===== src/rtl/serial_capture_pkg.sv =====
// serial_capture_pkg
//   Shared defaults for the serial capture buffer and a helper that sizes
//   the FIFO pointers (one extra bit so full and empty can be told apart).
package serial_capture_pkg;

    localparam int unsigned WORD_W_DEF     = 24;
    localparam int unsigned DEPTH_DEF      = 64;
    localparam int unsigned IRQ_THRESH_DEF = 32;

    function automatic int unsigned ptr_width(input int unsigned depth);
        return $clog2(depth) + 1;
    endfunction

endpackage


===== src/rtl/sync_edge.sv =====
// sync_edge
//   Two-flop synchroniser for an asynchronous input. With EDGE=1 a third
//   flop turns the synchronised level into a one-cycle rising-edge pulse.
// Ports:
//   clk   - system clock
//   rst_n - asynchronous active-low reset (all flops clear to 0)
//   d     - asynchronous input
//   q     - EDGE=1: rising-edge pulse; EDGE=0: synchronised level
module sync_edge #(
    parameter bit EDGE = 1'b1
) (
    input  logic clk,
    input  logic rst_n,
    input  logic d,
    output logic q
);

    logic s1_q, s2_q;

    always_ff @(posedge clk or negedge rst_n) begin
        if (!rst_n) begin
            s1_q <= 1'b0;
            s2_q <= 1'b0;
        end else begin
            s1_q <= d;
            s2_q <= s1_q;
        end
    end

    if (EDGE) begin : g_edge
        logic s3_q;
        always_ff @(posedge clk or negedge rst_n) begin
            if (!rst_n) s3_q <= 1'b0;
            else        s3_q <= s2_q;
        end
        assign q = s2_q & ~s3_q;
    end else begin : g_level
        assign q = s2_q;
    end

endmodule


===== src/rtl/serial_capture_fifo.sv =====
// serial_capture_fifo
//   Samples an externally clocked bit stream in the clk domain, assembles
//   WORD_W-bit words, queues them in a DEPTH-entry FIFO and raises irq when
//   the fill level reaches IRQ_THRESH.
// Ports:
//   clk, rst_n       - system clock, asynchronous active-low reset
//   sclk, sdata      - serial bit clock and data (asynchronous)
//   enable           - capture enable; low discards the partial word, forces irq 0
//   clear            - synchronous flush of FIFO, assembler and error flags
//   rd_req           - asynchronous read strobe, one pop per rising edge
//   rd_data/rd_valid - last popped word / one-cycle pulse on update
//   level            - fill level 0..DEPTH
//   irq              - registered enable && level >= IRQ_THRESH
//   overflow         - sticky: word dropped on full
//   underflow        - sticky: read attempted on empty
module serial_capture_fifo
    import serial_capture_pkg::*;
#(
    parameter int unsigned WORD_W     = WORD_W_DEF,
    parameter int unsigned DEPTH      = DEPTH_DEF,
    parameter int unsigned IRQ_THRESH = IRQ_THRESH_DEF,
    parameter bit          LSB_FIRST  = 1'b1
) (
    input  logic                      clk,
    input  logic                      rst_n,
    input  logic                      sclk,
    input  logic                      sdata,
    input  logic                      enable,
    input  logic                      clear,
    input  logic                      rd_req,
    output logic [WORD_W-1:0]         rd_data,
    output logic                      rd_valid,
    output logic [$clog2(DEPTH):0]    level,
    output logic                      irq,
    output logic                      overflow,
    output logic                      underflow
);

    localparam int unsigned PTR_W = ptr_width(DEPTH);
    localparam int unsigned AW    = PTR_W - 1;
    localparam int unsigned CNT_W = $clog2(WORD_W);

    logic sclk_rise, sdata_s, rd_rise;

    sync_edge #(.EDGE(1'b1)) u_sync_sclk  (.clk(clk), .rst_n(rst_n), .d(sclk),   .q(sclk_rise));
    // Same two-flop path as sclk so the data bit lines up with the detected edge.
    sync_edge #(.EDGE(1'b0)) u_sync_sdata (.clk(clk), .rst_n(rst_n), .d(sdata),  .q(sdata_s));
    sync_edge #(.EDGE(1'b1)) u_sync_rd    (.clk(clk), .rst_n(rst_n), .d(rd_req), .q(rd_rise));

    logic [WORD_W-1:0] mem [DEPTH];
    logic [PTR_W-1:0]  wr_ptr_q, rd_ptr_q;
    logic [CNT_W-1:0]  bit_cnt_q, pos;
    logic [WORD_W-1:0] asm_q, asm_word;
    logic [WORD_W-1:0] rd_data_q;
    logic              rd_valid_q, irq_q, overflow_q, underflow_q;
    logic              shift, push, pop, wr_en, full, empty;
    logic [PTR_W-1:0]  level_w;

    always_comb begin
        pos      = LSB_FIRST ? bit_cnt_q : CNT_W'(WORD_W - 1) - bit_cnt_q;
        asm_word = asm_q;
        // Word including the bit arriving now; pushed as-is on the last bit.
        asm_word[pos] = sdata_s;
    end

    assign level_w = wr_ptr_q - rd_ptr_q;
    assign full    = (level_w == PTR_W'(DEPTH));
    assign empty   = (level_w == '0);
    assign shift   = sclk_rise & enable;
    assign push    = shift & (bit_cnt_q == CNT_W'(WORD_W - 1));
    assign pop     = rd_rise & ~empty;
    // A pop in the same cycle frees the slot, so a push at full still lands.
    assign wr_en   = push & (~full | pop) & ~clear;

    always_ff @(posedge clk) begin
        if (wr_en) mem[wr_ptr_q[AW-1:0]] <= asm_word;
    end

    always_ff @(posedge clk or negedge rst_n) begin
        if (!rst_n) begin
            wr_ptr_q    <= '0;
            rd_ptr_q    <= '0;
            bit_cnt_q   <= '0;
            asm_q       <= '0;
            rd_data_q   <= '0;
            rd_valid_q  <= 1'b0;
            overflow_q  <= 1'b0;
            underflow_q <= 1'b0;
            irq_q       <= 1'b0;
        end else begin
            irq_q <= enable && (level_w >= PTR_W'(IRQ_THRESH));
            if (clear) begin
                wr_ptr_q    <= '0;
                rd_ptr_q    <= '0;
                bit_cnt_q   <= '0;
                asm_q       <= '0;
                rd_valid_q  <= 1'b0;
                overflow_q  <= 1'b0;
                underflow_q <= 1'b0;
            end else begin
                rd_valid_q <= pop;
                if (pop) begin
                    rd_data_q <= mem[rd_ptr_q[AW-1:0]];
                    rd_ptr_q  <= rd_ptr_q + PTR_W'(1);
                end
                if (rd_rise && empty)       underflow_q <= 1'b1;
                if (wr_en)                  wr_ptr_q    <= wr_ptr_q + PTR_W'(1);
                if (push && full && !pop)   overflow_q  <= 1'b1;
                if (!enable) begin
                    bit_cnt_q <= '0;
                    asm_q     <= '0;
                end else if (shift) begin
                    if (push) begin
                        bit_cnt_q <= '0;
                        asm_q     <= '0;
                    end else begin
                        bit_cnt_q <= bit_cnt_q + CNT_W'(1);
                        asm_q     <= asm_word;
                    end
                end
            end
        end
    end

    assign rd_data   = rd_data_q;
    assign rd_valid  = rd_valid_q;
    assign level     = level_w;
    assign irq       = irq_q;
    assign overflow  = overflow_q;
    assign underflow = underflow_q;

endmodule


===== config.mk =====
export PLATFORM = sky130hd
export DESIGN_NAME = serial_capture_fifo
export DESIGN_NICKNAME = d
export VERILOG_FILES = /design/src/rtl/serial_capture_pkg.sv /design/src/rtl/sync_edge.sv /design/src/rtl/serial_capture_fifo.sv
export SDC_FILE = /design/constraint.sdc
export NUM_CORES = 2
export LEC_CHECK = 0
export BUFFER_PORTS_ARGS = -buffer_cell sky130_fd_sc_hd__buf_2
export CAP_MARGIN = 5
export CORE_UTILIZATION = 49
export CTS_BUF_LIST = sky130_fd_sc_hd__clkbuf_4
export DETAILED_ROUTE_END_ITERATION = 12
export HOLD_SLACK_MARGIN = 0.06
export PLACE_DENSITY = 0.75
export SKIP_CTS_REPAIR_TIMING = 1
export SLEW_MARGIN = 25
export SYNTH_ARGS = -nofsm -noshare
export SYNTH_HDL_FRONTEND = slang
export SYNTH_SLANG_ARGS = --single-unit

===== constraint.sdc =====
create_clock -name clk -period 6 [get_ports clk]
set_input_delay 0.9 -clock clk [delete_from_list [all_inputs] [get_ports clk]]
set_output_delay 0.9 -clock clk [all_outputs]
set_load 0.005 [all_outputs]

==> metrics.yaml <==
run_status:
  outcome: "completed"
drt:
  drt_iter0_drc: 5035
  postRouteAntennaNets: 0
  vias_per_cell: 6.26
  totalWireLength_um: 160000
  firstDrtPassIters: 6
  drcViolationCount: 0
  wl_per_cell_um: 30.1
  route.vias.total: 33300
floorplan:
  rows: 130
  io_pins: 42
  initial_utilization: 0.495
  die_y_um: 359
  die_w_um: 359
  fp.coreArea_um2: 126000
  dieArea_um2: 129000
timing:
  tightest_slew_ns: 1.16
  skew_ns: 0.140
  drv_slew: 0
  hold_viol: 0
  fin_crit_sh: 0.775
  setup_viol: 0
  holdWs_ns: 0.157
  slew_headroom: 0.210
  period_minus_slack_ns: 4.65
  fmax_mhz: 215
  tns_ns: 0
  rsz0062_at_grt: "no"
clock_network:
  cts_buffers: 402
  cts_tree: "yes"
  root_buffer: "clkbuf_4"
  htree_levels: 5
  clk_pin_slew_ns: 0.07
  clock_path_buffers: 4
  clock_sinks: 1615
  clk-insertion-delay-late_ns: 1.30
global_routing:
  antenna_found_initial: 6
  grt_start_max_net_pins: 112
  grt_first_pass_wirelength_um: 230000
  grt_usage: 0.250
  grt_overflow: 0
  grt_pass1_vias: 33000
pwr:
  ir_drop_v: 0.000228
  p_per_area_nw_per_um2: 336
  p_leak_nw: 22.0
synthesis:
  async_flop_share: 0.0489
  yosys_warnings: 0
  syn-num-nets: 3006
  synthFlopType: "edfxtp_1"
  synthCells: 2986
  ys_seq_area_frac: 0.771
  synth_area_um2: 62400
  avgSynthCellArea_um2: 20.9
  synth_edf_count: 1536
  synth_cell_type_count: 56
  ys_seq_elements: 1615
cells_and_area:
  area_growth_pct: 12.4
  final_cell_mix: "edfxtp_1, clkbuf_4, mux4_2, mux2i_1, nand2_1"
  instances_no_fill: 5323
  final_common_cell: "edfxtp_1"
  final_area_um2: 70100
  num-nets-final: 3410
  drive_gt1_frac: 0.330
  post-route-util: 0.556
setup_path:
  cp_max_fo: 13
  worstSetupPathType: "flip-flop to flip-flop"
  start_kind: "flip-flop"
  cp-end-kind: "flip-flop"
  cp.required_ns: 6.86
  arrival_ns: 5.51
placed_design:
  io_buffers: 41
  place_congestion: 0.984
  placed_cells: 4630
  placed_cell_area_um2: 65200
  dpl.hpwl_um: 93500
worst_hold_path:
  hp-class: "input port to async pin"
run:
  drv_cap: 0
==> through the flow <==
| step | setup WS (ns) | total power (W) |
|---|---|---|
| final | 1.35 | 0.0236 |
| after global routing | 1.15 | 0.0244 |
| after CTS | 1.37 | 0.0237 |
| after detailed placement | 1.54 | 0.0150 |
| after global placement | 1.72 | 0.0150 |
| after floorplan | 0.534 | 0.0143 |
==> synth_stat cells (15+ instances only) <==
cell type,count,area [um^2]
edfxtp_1,1536,46100
o22ai_1,41,257
a22oi_1,19,143
a211oi_1,20,150
or3_1,16,100
buf_1,21,78.8
buf_2,68,340
mux4_2,342,7700
nand2_1,122,458
dfrtp_1,79,1980
a32o_1,24,240
mux2i_1,159,1590
nor2_1,112,420
o21ai_0,48,240
mux2_2,25,282
nor3_1,19,95.1
clkbuf_1,70,263
inv_1,15,56.3
a2111oi_0,25,219
a21oi_1,64,320
o221ai_1,26,228
a22o_1,15,131
==> cells by family (layout without fill, tap and decap cells) <==
kind of cell	count (synthesis)	count (layout)	synth area share
mux	526	526	0.153
flops	1615	1615	0.771
buf+inv	186	866	0.0134
fa+ha+maj	13	13	0.00273
compound gates	324	324	0.0367
other cells	0	7	0
xor+xnor	10	10	0.00140
simple gates	312	312	0.0217
==> where the power goes <==
| group | internal [W] | switching, W |
|---|---|---|
| logic | 0.000981 | 0.00137 |
| registers | 0.0122 | 0.000157 |
| clock network | 0.00460 | 0.00423 |
| total | 0.0178 | 0.00575 |
==> metal layers <==
| metal | share of wire | vias up | GRT usage |
|---|---|---|---|
| met2 | 0.47 | 2442 | 0.375 |
| met5 | 0.00021 | - | 0 |
| li1 | - | 13600 | - |
| met3 | 0.13 | 413 | 0.0748 |
| met4 | 0.040 | 4 | 0.109 |
| met1 | 0.36 | 16900 | 0.342 |
==> critical path: stages (launching register included) <==
cell and delay (ns):
dfrtp_2 0.46, inv_1 0.38, ha_1 0.37, o21ai_0 0.14, a21oi_1 0.08, o311ai_1 0.45, or4b_1 0.42, o31ai_4 0.14
or4b_2 0.79, nor2_2 0.62, buf_4 0.37
==> final cells by class <==
type	instances	area (um^2)
Fill cell	9267	55900
Sequential cell	1615	48100
Multi-Input combinational cell	1185	13700
Clock buffer	584	4380
Tap cell	1650	2060
Timing Repair Buffer	168	1260
Clock inverter	96	479
Inverter	18	67.6
Antenna cell	7	17.5
==> registers in the layout, summed over array words and instances (netlist names) <==
signal / cells
asm_q: 24
bit_cnt_q: 5
irq: 1
mem: 1536
overflow: 1
rd_data: 24
rd_ptr_q: 7
rd_valid: 1
u_sync_rd.g_edge.s3_q: 1
u_sync_rd.s1_q: 1
u_sync_rd.s2_q: 1
u_sync_sclk.g_edge.s3_q: 1
u_sync_sclk.s1_q: 1
u_sync_sclk.s2_q: 1
u_sync_sdata.q: 1
u_sync_sdata.s1_q: 1
underflow: 1
wr_ptr_q: 7
==> path summary, 6_finish.rpt <==
kind,cells past startpoint,endpoint,slack [ns],from
hold reg to reg,0,u_sync_sclk.s2_q,0.34,u_sync_sclk.s1_q
min in group clk,3,wr_ptr_q[0],0.20,clear
max in group asynchronous,3,rd_ptr_q[4],4.62,rst_n
setup / recovery,10,mem[49][18],1.35,rd_ptr_q[3]
setup reg to reg,10,mem[49][18],1.35,rd_ptr_q[3]
hold / removal,2,asm_q[11],0.16,rst_n
No activity file was read; power rests on OpenSTA's default activity.
